## config.mk

```make
export PLATFORM = sky130hd
export DESIGN_NAME = hssl_rx_frame_decoder
export DESIGN_NICKNAME = d
export VERILOG_FILES = /design/src/rtl/hssl_rx_frame_decoder.sv
export SDC_FILE = /design/constraint.sdc
export NUM_CORES = 1
export LEC_CHECK = 0
export ABC_AREA = 1
export CAP_MARGIN = 10
export CORE_MARGIN = 4
export CORE_UTILIZATION = 45
export DETAILED_ROUTE_END_ITERATION = 8
export GPL_ROUTABILITY_DRIVEN = 1
export PLACE_DENSITY = 0.63
export REMOVE_ABC_BUFFERS = 1
export SETUP_SLACK_MARGIN = 0.1
export SLEW_MARGIN = 10
export SYNTH_ARGS = -nofsm -noshare
export SYNTH_HDL_FRONTEND = slang
export SYNTH_SLANG_ARGS = --single-unit
```

## constraint.sdc

```tcl
create_clock -name clk_in -period 5.3 [get_ports clk_in]
set_input_delay 1.06 -clock clk_in [delete_from_list [all_inputs] [get_ports clk_in]]
set_output_delay 1.06 -clock clk_in [all_outputs]
set_load 0.02 [all_outputs]
```

## src/rtl/hssl_rx_frame_decoder.sv

```systemverilog
// hssl_rx_frame_decoder
// Receive-side HSSL link layer. Registers the GT word stream once, tracks
// link sync (LOS/SYNC), parses SOF/payload/EOF frames into a store-and-forward
// FIFO and delivers committed frames as a valid/ready word stream. Frames that
// are corrupt, malformed or too long are rewound and discarded whole.
// Optional feature macro: HSSL_RX_CHKSUM_EN (EOF carries an XOR checksum).
//
// Output handshake: a word transfers on every clk_in edge where pkt_vld_out
// and pkt_rdy_in are both high. While pkt_vld_out is high and pkt_rdy_in is
// low, pkt_vld_out stays high and pkt_data_out/pkt_last_out do not change.
module hssl_rx_frame_decoder #(
  parameter int ADDR_W    = 5,
  parameter int SYNC_CNT  = 4,
  parameter int ERR_LIMIT = 3
) (
  input  logic        clk_in,
  input  logic        reset_in,
  input  logic        rx_reset_done_in,
  input  logic [31:0] rx_data_in,
  input  logic [3:0]  rx_charisk_in,
  input  logic [3:0]  rx_disperr_in,
  input  logic [3:0]  rx_encerr_in,
  output logic [31:0] pkt_data_out,
  output logic        pkt_last_out,
  output logic        pkt_vld_out,
  input  logic        pkt_rdy_in,
  output logic        link_up_out,
  output logic [15:0] frame_cnt_out,
  output logic [15:0] drop_cnt_out
);
  localparam int DEPTH = 2 ** ADDR_W;

  typedef enum logic {SYNC_LOS, SYNC_UP} sync_e;
  typedef enum logic [1:0] {FR_HUNT, FR_PAYLOAD, FR_EXPECT_EOF} frame_e;

  // Registered copy of the receiver word
  logic [31:0] data_q;
  logic [3:0]  isk_q, derr_q, eerr_q;
  logic        rdone_q;

  // Register the GT receiver outputs once; everything downstream uses these
  always_ff @(posedge clk_in or posedge reset_in) begin
    if (reset_in) begin
      data_q  <= '0;
      isk_q   <= '0;
      derr_q  <= '0;
      eerr_q  <= '0;
      rdone_q <= 1'b0;
    end else begin
      data_q  <= rx_data_in;
      isk_q   <= rx_charisk_in;
      derr_q  <= rx_disperr_in;
      eerr_q  <= rx_encerr_in;
      rdone_q <= rx_reset_done_in;
    end
  end

  // Word classification from byte 0 and the K flags
  logic w_k0, w_idle, w_sof, w_eof, w_data, w_err;
  assign w_k0   = (isk_q == 4'b0001);
  assign w_idle = w_k0 && (data_q[7:0] == 8'hBC);
  assign w_sof  = w_k0 && (data_q[7:0] == 8'hFB);
  assign w_eof  = w_k0 && (data_q[7:0] == 8'hFD);
  assign w_data = (isk_q == 4'b0000);
  assign w_err  = (|derr_q) || (|eerr_q);

  // ---------------- sync FSM ----------------
  sync_e      sync_q, sync_d;
  logic [7:0] idle_run_q, idle_run_d, err_run_q, err_run_d;
  logic       link_up_q, link_up_d;

  // Next sync state: count clean IDLEs in LOS, error runs in SYNC
  always_comb begin
    sync_d     = sync_q;
    idle_run_d = idle_run_q;
    err_run_d  = err_run_q;
    link_up_d  = (sync_q == SYNC_UP);
    if (!rdone_q) begin
      sync_d     = SYNC_LOS;
      idle_run_d = '0;
      err_run_d  = '0;
    end else if (sync_q == SYNC_LOS) begin
      if (w_idle && !w_err) begin
        if (idle_run_q == 8'(SYNC_CNT - 1)) begin
          sync_d     = SYNC_UP;
          idle_run_d = '0;
          err_run_d  = '0;
        end else begin
          idle_run_d = idle_run_q + 8'd1;
        end
      end else begin
        idle_run_d = '0;
      end
    end else begin
      if (w_err) begin
        if (err_run_q == 8'(ERR_LIMIT - 1)) begin
          sync_d     = SYNC_LOS;
          err_run_d  = '0;
          idle_run_d = '0;
        end else begin
          err_run_d = err_run_q + 8'd1;
        end
      end else begin
        err_run_d = '0;
      end
    end
  end

  // Sync state registers; link_up lags the state by one cycle
  always_ff @(posedge clk_in or posedge reset_in) begin
    if (reset_in) begin
      sync_q     <= SYNC_LOS;
      idle_run_q <= '0;
      err_run_q  <= '0;
      link_up_q  <= 1'b0;
    end else begin
      sync_q     <= sync_d;
      idle_run_q <= idle_run_d;
      err_run_q  <= err_run_d;
      link_up_q  <= link_up_d;
    end
  end

  // ---------------- frame FSM and write side ----------------
  frame_e              frame_q, frame_d;
  logic [7:0]          len_q, len_d, cnt_q, cnt_d;
  logic [ADDR_W-1:0]   wr_ptr_q, wr_ptr_d, cmt_ptr_q, cmt_ptr_d, rd_ptr_q, rd_ptr_d;
  logic [15:0]         frame_cnt_q, frame_cnt_d, drop_cnt_q, drop_cnt_d;
  logic                wr_en, wr_last, drop, commit, zero_len, full, chk_ok;
  logic [32:0]         fifo_mem_q [DEPTH];

  // Full is judged against the read pointer; one slot stays empty
  assign full = ((wr_ptr_q + ADDR_W'(1)) == rd_ptr_q);

`ifdef HSSL_RX_CHKSUM_EN
  logic [7:0] chk_q, chk_d;
  assign chk_ok = (data_q[15:8] == chk_q);
`else
  assign chk_ok = 1'b1;
`endif

  // Next frame state: tentative writes, commit on EOF, rewind on any fault
  always_comb begin
    frame_d     = frame_q;
    len_d       = len_q;
    cnt_d       = cnt_q;
    wr_ptr_d    = wr_ptr_q;
    cmt_ptr_d   = cmt_ptr_q;
    frame_cnt_d = frame_cnt_q;
    drop_cnt_d  = drop_cnt_q;
    wr_en       = 1'b0;
    wr_last     = 1'b0;
    drop        = 1'b0;
    commit      = 1'b0;
    zero_len    = 1'b0;
`ifdef HSSL_RX_CHKSUM_EN
    chk_d       = chk_q;
`endif
    if (sync_q != SYNC_UP) begin
      drop    = (frame_q != FR_HUNT);
      frame_d = FR_HUNT;
    end else begin
      case (frame_q)
        FR_HUNT: begin
          if (w_sof && !w_err) begin
            if (data_q[15:8] == 8'd0) begin
              zero_len = 1'b1;
            end else begin
              len_d    = data_q[15:8];
              cnt_d    = '0;
              wr_ptr_d = cmt_ptr_q;
              frame_d  = FR_PAYLOAD;
`ifdef HSSL_RX_CHKSUM_EN
              chk_d    = '0;
`endif
            end
          end
        end
        FR_PAYLOAD: begin
          if (w_err) begin
            drop = 1'b1;
          end else if (w_data) begin
            if (full) begin
              drop = 1'b1;
            end else begin
              wr_en    = 1'b1;
              wr_ptr_d = wr_ptr_q + ADDR_W'(1);
              cnt_d    = cnt_q + 8'd1;
`ifdef HSSL_RX_CHKSUM_EN
              chk_d    = chk_q ^ data_q[31:24] ^ data_q[23:16] ^ data_q[15:8] ^ data_q[7:0];
`endif
              if (cnt_q + 8'd1 == len_q) begin
                wr_last = 1'b1;
                frame_d = FR_EXPECT_EOF;
              end
            end
          end else if (!w_idle) begin
            drop = 1'b1;
          end
        end
        FR_EXPECT_EOF: begin
          if (w_eof && !w_err && chk_ok) commit = 1'b1;
          else                           drop   = 1'b1;
        end
        default: frame_d = FR_HUNT;
      endcase
    end
    if (drop) begin
      wr_ptr_d = cmt_ptr_q;
      frame_d  = FR_HUNT;
    end
    if (commit) begin
      cmt_ptr_d = wr_ptr_q;
      frame_d   = FR_HUNT;
      if (frame_cnt_q != 16'hFFFF) frame_cnt_d = frame_cnt_q + 16'd1;
    end
    if ((drop || zero_len) && drop_cnt_q != 16'hFFFF) drop_cnt_d = drop_cnt_q + 16'd1;
  end

  // Frame state, pointers and counters
  always_ff @(posedge clk_in or posedge reset_in) begin
    if (reset_in) begin
      frame_q     <= FR_HUNT;
      len_q       <= '0;
      cnt_q       <= '0;
      wr_ptr_q    <= '0;
      cmt_ptr_q   <= '0;
      frame_cnt_q <= '0;
      drop_cnt_q  <= '0;
`ifdef HSSL_RX_CHKSUM_EN
      chk_q       <= '0;
`endif
    end else begin
      frame_q     <= frame_d;
      len_q       <= len_d;
      cnt_q       <= cnt_d;
      wr_ptr_q    <= wr_ptr_d;
      cmt_ptr_q   <= cmt_ptr_d;
      frame_cnt_q <= frame_cnt_d;
      drop_cnt_q  <= drop_cnt_d;
`ifdef HSSL_RX_CHKSUM_EN
      chk_q       <= chk_d;
`endif
    end
  end

  // FIFO storage: {last, data}; contents need no reset since pointers gate reads
  always_ff @(posedge clk_in) begin
    if (wr_en) fifo_mem_q[wr_ptr_q] <= {wr_last, data_q};
  end

  // ---------------- read side ----------------
  logic [ADDR_W-1:0] cmt_vis_q;
  logic [31:0]       out_data_q, out_data_d;
  logic              out_last_q, out_last_d, out_vld_q, out_vld_d, load;

  // Output register refills whenever it is empty or being popped
  assign load = (!out_vld_q || pkt_rdy_in) && (rd_ptr_q != cmt_vis_q);

  // Next read pointer and output register contents
  always_comb begin
    rd_ptr_d   = rd_ptr_q;
    out_data_d = out_data_q;
    out_last_d = out_last_q;
    out_vld_d  = out_vld_q;
    if (load) begin
      {out_last_d, out_data_d} = fifo_mem_q[rd_ptr_q];
      out_vld_d                = 1'b1;
      rd_ptr_d                 = rd_ptr_q + ADDR_W'(1);
    end else if (pkt_rdy_in) begin
      out_vld_d = 1'b0;
    end
  end

  // Read pointer, delayed commit pointer and output register
  always_ff @(posedge clk_in or posedge reset_in) begin
    if (reset_in) begin
      rd_ptr_q   <= '0;
      cmt_vis_q  <= '0;
      out_data_q <= '0;
      out_last_q <= 1'b0;
      out_vld_q  <= 1'b0;
    end else begin
      rd_ptr_q   <= rd_ptr_d;
      cmt_vis_q  <= cmt_ptr_q;
      out_data_q <= out_data_d;
      out_last_q <= out_last_d;
      out_vld_q  <= out_vld_d;
    end
  end

  assign pkt_data_out  = out_data_q;
  assign pkt_last_out  = out_last_q;
  assign pkt_vld_out   = out_vld_q;
  assign link_up_out   = link_up_q;
  assign frame_cnt_out = frame_cnt_q;
  assign drop_cnt_out  = drop_cnt_q;

endmodule

```

==> impl_metrics.csv, run 1 <==
group,metric,value,unit
status,status,"finished, final reports clean",
floorplanning,row_count,119,
logic_synthesis,yosysUniqueCellTypes,45,
drt,drt_iter0_drc,4075,
power_and_ir_drop,p_clk_frac,0.322,
logic_synthesis,synth_edf_count,1056,
power_and_ir_drop,finalPower,27.5,mW
global_routing,grt_pass1_vias,30200,
sta,fin_skew,0.0298,ns
clocking,cts_sinks,1223,
worst_setup_path,crit_required,5.61,ns
drt,vias_per_cell,5.85,
flow_run,maxCapViolCount,0,
sta,fin_crit_sh,0.793,
logic_synthesis,async_flop_share,0.137,
worst_setup_path,crit_type,"reg2reg",
logic_synthesis,synthDominantCellAreaShare,0.656,
sta,relSlewSlack,0.218,
global_routing,antenna_found_initial,2,
drt,vias,31500,
logic_synthesis,syn-cell-area,48400,sq um
logic_synthesis,yosysTopAreaCell,"edfxtp_1",
worst_setup_path,endpoint_kind,"flip-flop",
logic_synthesis,ys_seq_area_frac,0.742,
clocking,hold_buffers,0,
cells_and_area,nets,3948,
sta,tns,0,ns
clocking,cts_made_buffers,120,
placed_design,post-place-ws,1.17,ns
cells_and_area,final_common_cell,"edfxtp_1",
floorplanning,die_area,113000,sq um
logic_synthesis,synth_area_per_cell,12.8,sq um
power_and_ir_drop,p_sw_frac,0.344,
logic_synthesis,yosys_register_bits,1223,
clocking,clock_path_buffers,3,
sta,final_hold_viol_count,0,
clocking,path_clk_slew,0.06,ns
drt,drc,0,
floorplanning,start_util,0.456,
worst_setup_path,cp_slowest_cell,"dfrtp_4",
logic_synthesis,synthTopCellsByArea,"edfxtp_1 66%, dfrtp_1 8.6%, o21ai_0 5.8%",
clocking,clkLatencyLatePin,0.70,ns
global_routing,grt_max_degree,238,
power_and_ir_drop,p_seq_frac,0.403,
clocking,cts_max_level,3,
logic_synthesis,synthCells,3783,
power_and_ir_drop,internal_power,18.0,mW
clocking,postCtsSetupRepairBufs,0,
worst_setup_path,cp.arrival,4.51,ns
global_routing,grt_pass1_wl,197000,um
power_and_ir_drop,vdd_drop_max,689,uV
global_routing,gr-total-overflow,0,
drt,wl_per_cell,24.5,um
global_routing,grt_use_total,0.232,
worst_setup_path,critPathMaxStageDelay,0.80,ns
sta,tightestPinTransition,1.17,ns
drt,wl,132000,um
floorplanning,die_y,336,um
clocking,cts_resized,0,
floorplanning,die_w,336,um
worst_setup_path,path_buf_inv,2,
clocking,clockRootBuffer,"clkbuf_16",
cells_and_area,final_cell_mix,"1056 x edfxtp_1, 590 x nor2_1, 557 x o21ai_0",
placed_design,place_congestion,0.835,
power_and_ir_drop,power_density,494,nW/um^2
worst_setup_path,critPathMaxFanout,70,
worst_setup_path,critical_path.top_delay_family,"simple AND/OR/NAND/NOR gates",
clocking,tritoncts,"yes",
logic_synthesis,ys.warnings.count,0,
worst_setup_path,cp.depth,12,
logic_synthesis,ys.flop_type,"edfxtp_1",
worst_setup_path,cp-start-kind,"flip-flop",
cells_and_area,drive_above_1_share,0.0952,
worst_setup_path,crit_path_frequent_cell,"nand2_1",
cells_and_area,nFillCells,8840,
sta,maxSlewViolCount,0,
floorplanning,core-area,106000,sq um
drt,ant_nets,0,
min_path,hold_path_depth,0,
power_and_ir_drop,power.switching,9.47,mW
placed_design,dp_hpwl,73100,um
sta,layout_min_cycle_time,4.20,ns
floorplanning,io_pins,115,
sta,max_freq,0.238,GHz
drt,firstDrtPassIters,7,
cells_and_area,antennaDiodeCount,0,
worst_setup_path,reg2reg_depth,12,
power_and_ir_drop,comb_power_share,0.275,
sta,whs,0.447,ns
sta,fin_ws,1.10,ns
worst_setup_path,crit_chain,"inv_8 -> nand2_1 -> nand2_1 -> nor2_1 -> nand2_1 -> nor2_1 -> nand2_2 -> nand3_1 -> nor2_1 -> nand2_1 -> nor2_4 -> buf_4",
sta,rsz0062_at_grt,"no",
min_path,hold_class,"reg2reg",
sta,finalSetupViolations,0,
power_and_ir_drop,total_leakage_power,18.6,nW
cells_and_area,area_delta_synth_final,15.1,%
placed_design,io_buffers,114,
## final cells by class
type	count	area, sq um	area share
Clock buffer	164	3390	0.0610
Clock inverter	66	759	0.0136
Sequential cell	1223	35900	0.645
Tap cell	1391	1740	0.0313
Inverter	88	357	0.00641
Timing Repair Buffer	214	2080	0.0374
Multi-Input combinational cell	2238	11400	0.205
## Yosys cell counts (7+ instances only)
| cell type | instances |
|---|---|
| edfxtp_1 | 1056 |
| nor2_1 | 623 |
| o21ai_0 | 557 |
| nand2_1 | 407 |
| clkbuf_1 | 182 |
| dfrtp_1 | 167 |
| o22ai_1 | 164 |
| nand3_1 | 134 |
| o221ai_1 | 105 |
| nand4_1 | 87 |
| inv_1 | 72 |
| buf_2 | 35 |
| o211ai_1 | 27 |
| xor2_1 | 24 |
| xnor2_1 | 18 |
| ha_1 | 15 |
| nor3_1 | 14 |
| inv_2 | 13 |
| a21oi_1 | 12 |
| buf_1 | 11 |
| nand2_2 | 7 |
## cell families after synthesis
family | Yosys count | share of synthesized area
xor gates and xnor gates | 42 | 0.00761
and+or+nand+nor | 1310 | 0.115
buffers and inverters | 322 | 0.0266
AOI/OAI and AO/OA | 871 | 0.104
DFF | 1223 | 0.742
adders and majority gates | 15 | 0.00388
## final timing paths
check / startpoint / endpoint / slack, ns
setup / recovery: rd_ptr_q[0] / fifo_mem_q[19][2] / 1.10
hold / removal: cmt_ptr_q[0] / cmt_vis_q[0] / 0.45
setup reg to reg: rd_ptr_q[0] / fifo_mem_q[19][2] / 1.10
hold reg to reg: cmt_ptr_q[0] / cmt_vis_q[0] / 0.45
max in group asynchronous: reset_in / data_q[25] / 3.39
min in group asynchronous: reset_in / data_q[3] / 0.96
## sequential cells by signal, summed over array words and instances, names as in the netlist, 5 cells and up
name / flops
cmt_ptr_q: 5
cmt_vis_q: 5
cnt_q: 8
data_q: 32
drop_cnt_out: 16
err_run_q: 8
fifo_mem_q: 1056
frame_cnt_out: 16
idle_run_q: 8
len_q: 8
pkt_data_out: 32
rd_ptr_q: 5
wr_ptr_q: 5
## through the flow
step	cells	cell area, sq um	util
2_1_floorplan	3549	47400	-
3_3_place_gp	5154	51500	0.486
3_5_place_dp	5154	51500	0.486
4_1_cts	5384	55700	0.525
5_1_grt	5384	55700	0.525
6_report	5384	55700	0.525
## worst register-to-register path, cell delays in order, from the launching register on
cell and delay, ns:
dfrtp_4 0.80, inv_8 0.51, nand2_1 0.12, nand2_1 0.07
nor2_1 0.04, nand2_1 0.06, nor2_1 0.04, nand2_2 0.09
nand3_1 0.19, nor2_1 0.37, nand2_1 0.61, nor2_4 0.24
buf_4 0.65
## power groups by stage
stage | Combinational, mW | Sequential [mW] | Clock (mW)
after global placement | 7.39 | 11.3 | 0
after global routing | 8.20 | 11.1 | 9.41
after CTS | 7.48 | 11.1 | 8.98
after floorplan | 3.69 | 11.6 | 0
after detailed placement | 7.45 | 11.3 | 0
final | 7.57 | 11.1 | 8.85
## metal layers
metal	global-route usage	vias to the layer above	part of all wire
li1	-	14100	-
met1	0.345	15700	0.43
met2	0.356	1478	0.46
met3	0.0411	165	0.093
met4	0.0620	0	0.023
met5	0	-	0
No activity file was read; power rests on OpenSTA's default activity.
==> inputs of run 2 (changes only) <==
--- a/config.mk
+++ b/config.mk
@@ -11,7 +11,7 @@
 export CORE_UTILIZATION = 45
 export DETAILED_ROUTE_END_ITERATION = 8
 export GPL_ROUTABILITY_DRIVEN = 1
-export PLACE_DENSITY = 0.63
+export PLACE_DENSITY = 0.61
 export REMOVE_ABC_BUFFERS = 1
 export SETUP_SLACK_MARGIN = 0.1
 export SLEW_MARGIN = 10
==> constraint.sdc (replaced) <==
create_clock -name clk_in -period 3.9 [get_ports clk_in]
set_input_delay 0.78 -clock clk_in [delete_from_list [all_inputs] [get_ports clk_in]]
set_output_delay 0.78 -clock clk_in [all_outputs]
set_load 0.02 [all_outputs]
==> run 2 against run 1 <==
Effect of this change:
- fmax grew 24%
- clock skew increased by 0.0038 ns
- worst hold slack got worse by 0.014 ns
- critical path type unchanged
- largest cell class unchanged
- largest power group unchanged
==> impl_metrics.csv, run 2 (synthesized netlist as in run 1, its figures left out) <==
group,metric,value,unit
min_path,hold_path_depth,0,
drt,drt_iter0_drc,3511,
floorplanning,row_count,119,
cells_and_area,regMostFlops,"fifo_mem_q",
cells_and_area,finalInstanceArea,55600,sq um
global_routing,grt_use_total,0.230,
drt,ant_nets,0,
sta,fin_skew,0.0335,ns
global_routing,gr-total-overflow,0,
worst_setup_path,regToRegSetupSlack,0.50,ns
clocking,cts_sinks,1223,
worst_setup_path,worstReg2RegEnd,"fifo_mem_q[8][30]",
drt,firstDrtPassIters,5,
min_path,hp-start,"cmt_ptr_q[0]",
global_routing,grt_pass1_wl,196000,um
sta,rsz0062_at_grt,"no",
clocking,clockRootBuffer,"clkbuf_16",
worst_setup_path,crit_required,4.22,ns
global_routing,grt_max_degree,229,
clocking,cts_max_level,3,
floorplanning,die_area,113000,sq um
sta,layout_min_cycle_time,3.40,ns
clocking,path_clk_slew,0.07,ns
flow_run,maxCapViolCount,0,
cells_and_area,final_common_cell,"edfxtp_1",
drt,vias_per_cell,5.78,
clocking,tritoncts,"yes",
placed_design,dp_hpwl,74300,um
power_and_ir_drop,power_density,663,nW/um^2
clocking,cts_made_buffers,121,
sta,finalSetupViolations,0,
power_and_ir_drop,vdd_drop_max,937,uV
worst_setup_path,reg2reg_depth,15,
global_routing,antenna_found_initial,1,
cells_and_area,utilization,0.525,
cells_and_area,final_cell_mix,"1056 x edfxtp_1, 590 x nor2_1, 557 x o21ai_0",
cells_and_area,nets,3968,
floorplanning,start_util,0.456,
sta,fin_crit_sh,0.872,
global_routing,grt_pass1_vias,29800,
clocking,cts_resized,0,
worst_setup_path,cp-start-kind,"flip-flop",
sta,max_freq,0.294,GHz
worst_setup_path,crit_type,"reg2reg",
worst_setup_path,endpoint_kind,"flip-flop",
sta,tightestPinTransition,1.24,ns
drt,wl,130000,um
floorplanning,core-area,106000,sq um
worst_setup_path,critPathMaxFanout,33,
sta,final_hold_viol_count,0,
drt,wl_per_cell,24.1,um
sta,maxSlewViolCount,0,
clocking,hold_buffers,0,
floorplanning,io_pins,115,
clocking,clock_path_buffers,3,
placed_design,place_congestion,0.807,
clocking,clkLatencyLatePin,0.71,ns
min_path,hold_class,"reg2reg",
cells_and_area,largest_reg_flops,1056,
sta,tns,0,ns
placed_design,io_buffers,114,
status,status,"finished, final reports clean",
drt,drc,0,
placed_design,placed_area,51700,sq um
floorplanning,die_y,336,um
worst_setup_path,cp.arrival,3.72,ns
floorplanning,die_w,336,um
cells_and_area,area_delta_synth_final,15.0,%
sta,relSlewSlack,0.174,
cells_and_area,drive_above_1_share,0.0943,
power_and_ir_drop,total_leakage_power,18.6,nW
worst_setup_path,r2r_start,"wr_ptr_q[0]",
min_path,min_to,"cmt_vis_q[0]",
clocking,postCtsSetupRepairBufs,0,
drt,vias,31200,
cells_and_area,antennaDiodeCount,0,
run 2: changes by cell type in the layout (fill, tap and decap cells not counted), sizes merged:
cell,change
bufinv,-5
inv,+1
clkinvlp,+2
clkinv,-2
buf,+19
run 2: layout make-up:
cell class                 instances  area [sq um]
inverter                          88           359
clock buffer                     164          3300
timing repair buffer             233          2250
clock inverter                    62           638
fill                            8965         50400
sequential                      1223         35900
multi-input combinational       2238         11400
tap                             1391          1740
run 2: worst max-delay path by stage:
| stage | start | endpoint | slack (ns) | cells past startpoint |
|---|---|---|---|---|
| detailed placement | wr_ptr_q[0] | fifo_mem_q[8][28] | 0.59 | 15 |
| finish | wr_ptr_q[0] | fifo_mem_q[8][30] | 0.50 | 15 |
| global route | wr_ptr_q[0] | fifo_mem_q[8][11] | 0.31 | 15 |
| CTS | wr_ptr_q[0] | fifo_mem_q[8][30] | 0.55 | 13 |
| floorplan | rd_ptr_q[0] | fifo_mem_q[27][0] | -15.18 | 11 |
| global placement | wr_ptr_q[0] | fifo_mem_q[10][28] | 0.60 | 15 |
run 2: critical path, stage by stage (launching register included):
cell and delay, ns:
dfrtp_1 0.52, ha_1 0.32, nand2_1 0.10, inv_2 0.08, nor2_1 0.05, inv_1 0.07, nand2_1 0.05, nand2_1 0.08
nor2_1 0.05, nand2_2 0.09, nand3_1 0.19, nor2_1 0.38, nand2_1 0.10, buf_4 0.23, nor2_4 0.09, buf_4 0.58
run 2: power by group:
part	total (mW)	internal [mW]	switching [mW]
clock network	11.5	6.65	4.86
logic	10.6	2.99	7.56
registers	14.8	14.5	0.341
total	36.9	24.1	12.8
run 2: through the flow:
step                setup slack, ns  hold WS, ns  std cells  power [mW]
finish                        0.500        0.434       5399        36.9
global route                  0.314        0.443       5399        38.6
CTS                           0.549        0.433       5399        37.0
detailed placement            0.588        0.427       5173        25.5
global placement              0.600        0.417       5173        25.5
floorplan                    -15.18        0.395       3549        20.2
run 2: layer usage:
metal	routed length (um)	vias up	track usage
met2	60000	1250	0.357
met3	9500	196	0.0343
li1	-	14200	-
met5	0	-	0
met1	57600	15600	0.342
met4	3250	0	0.0590
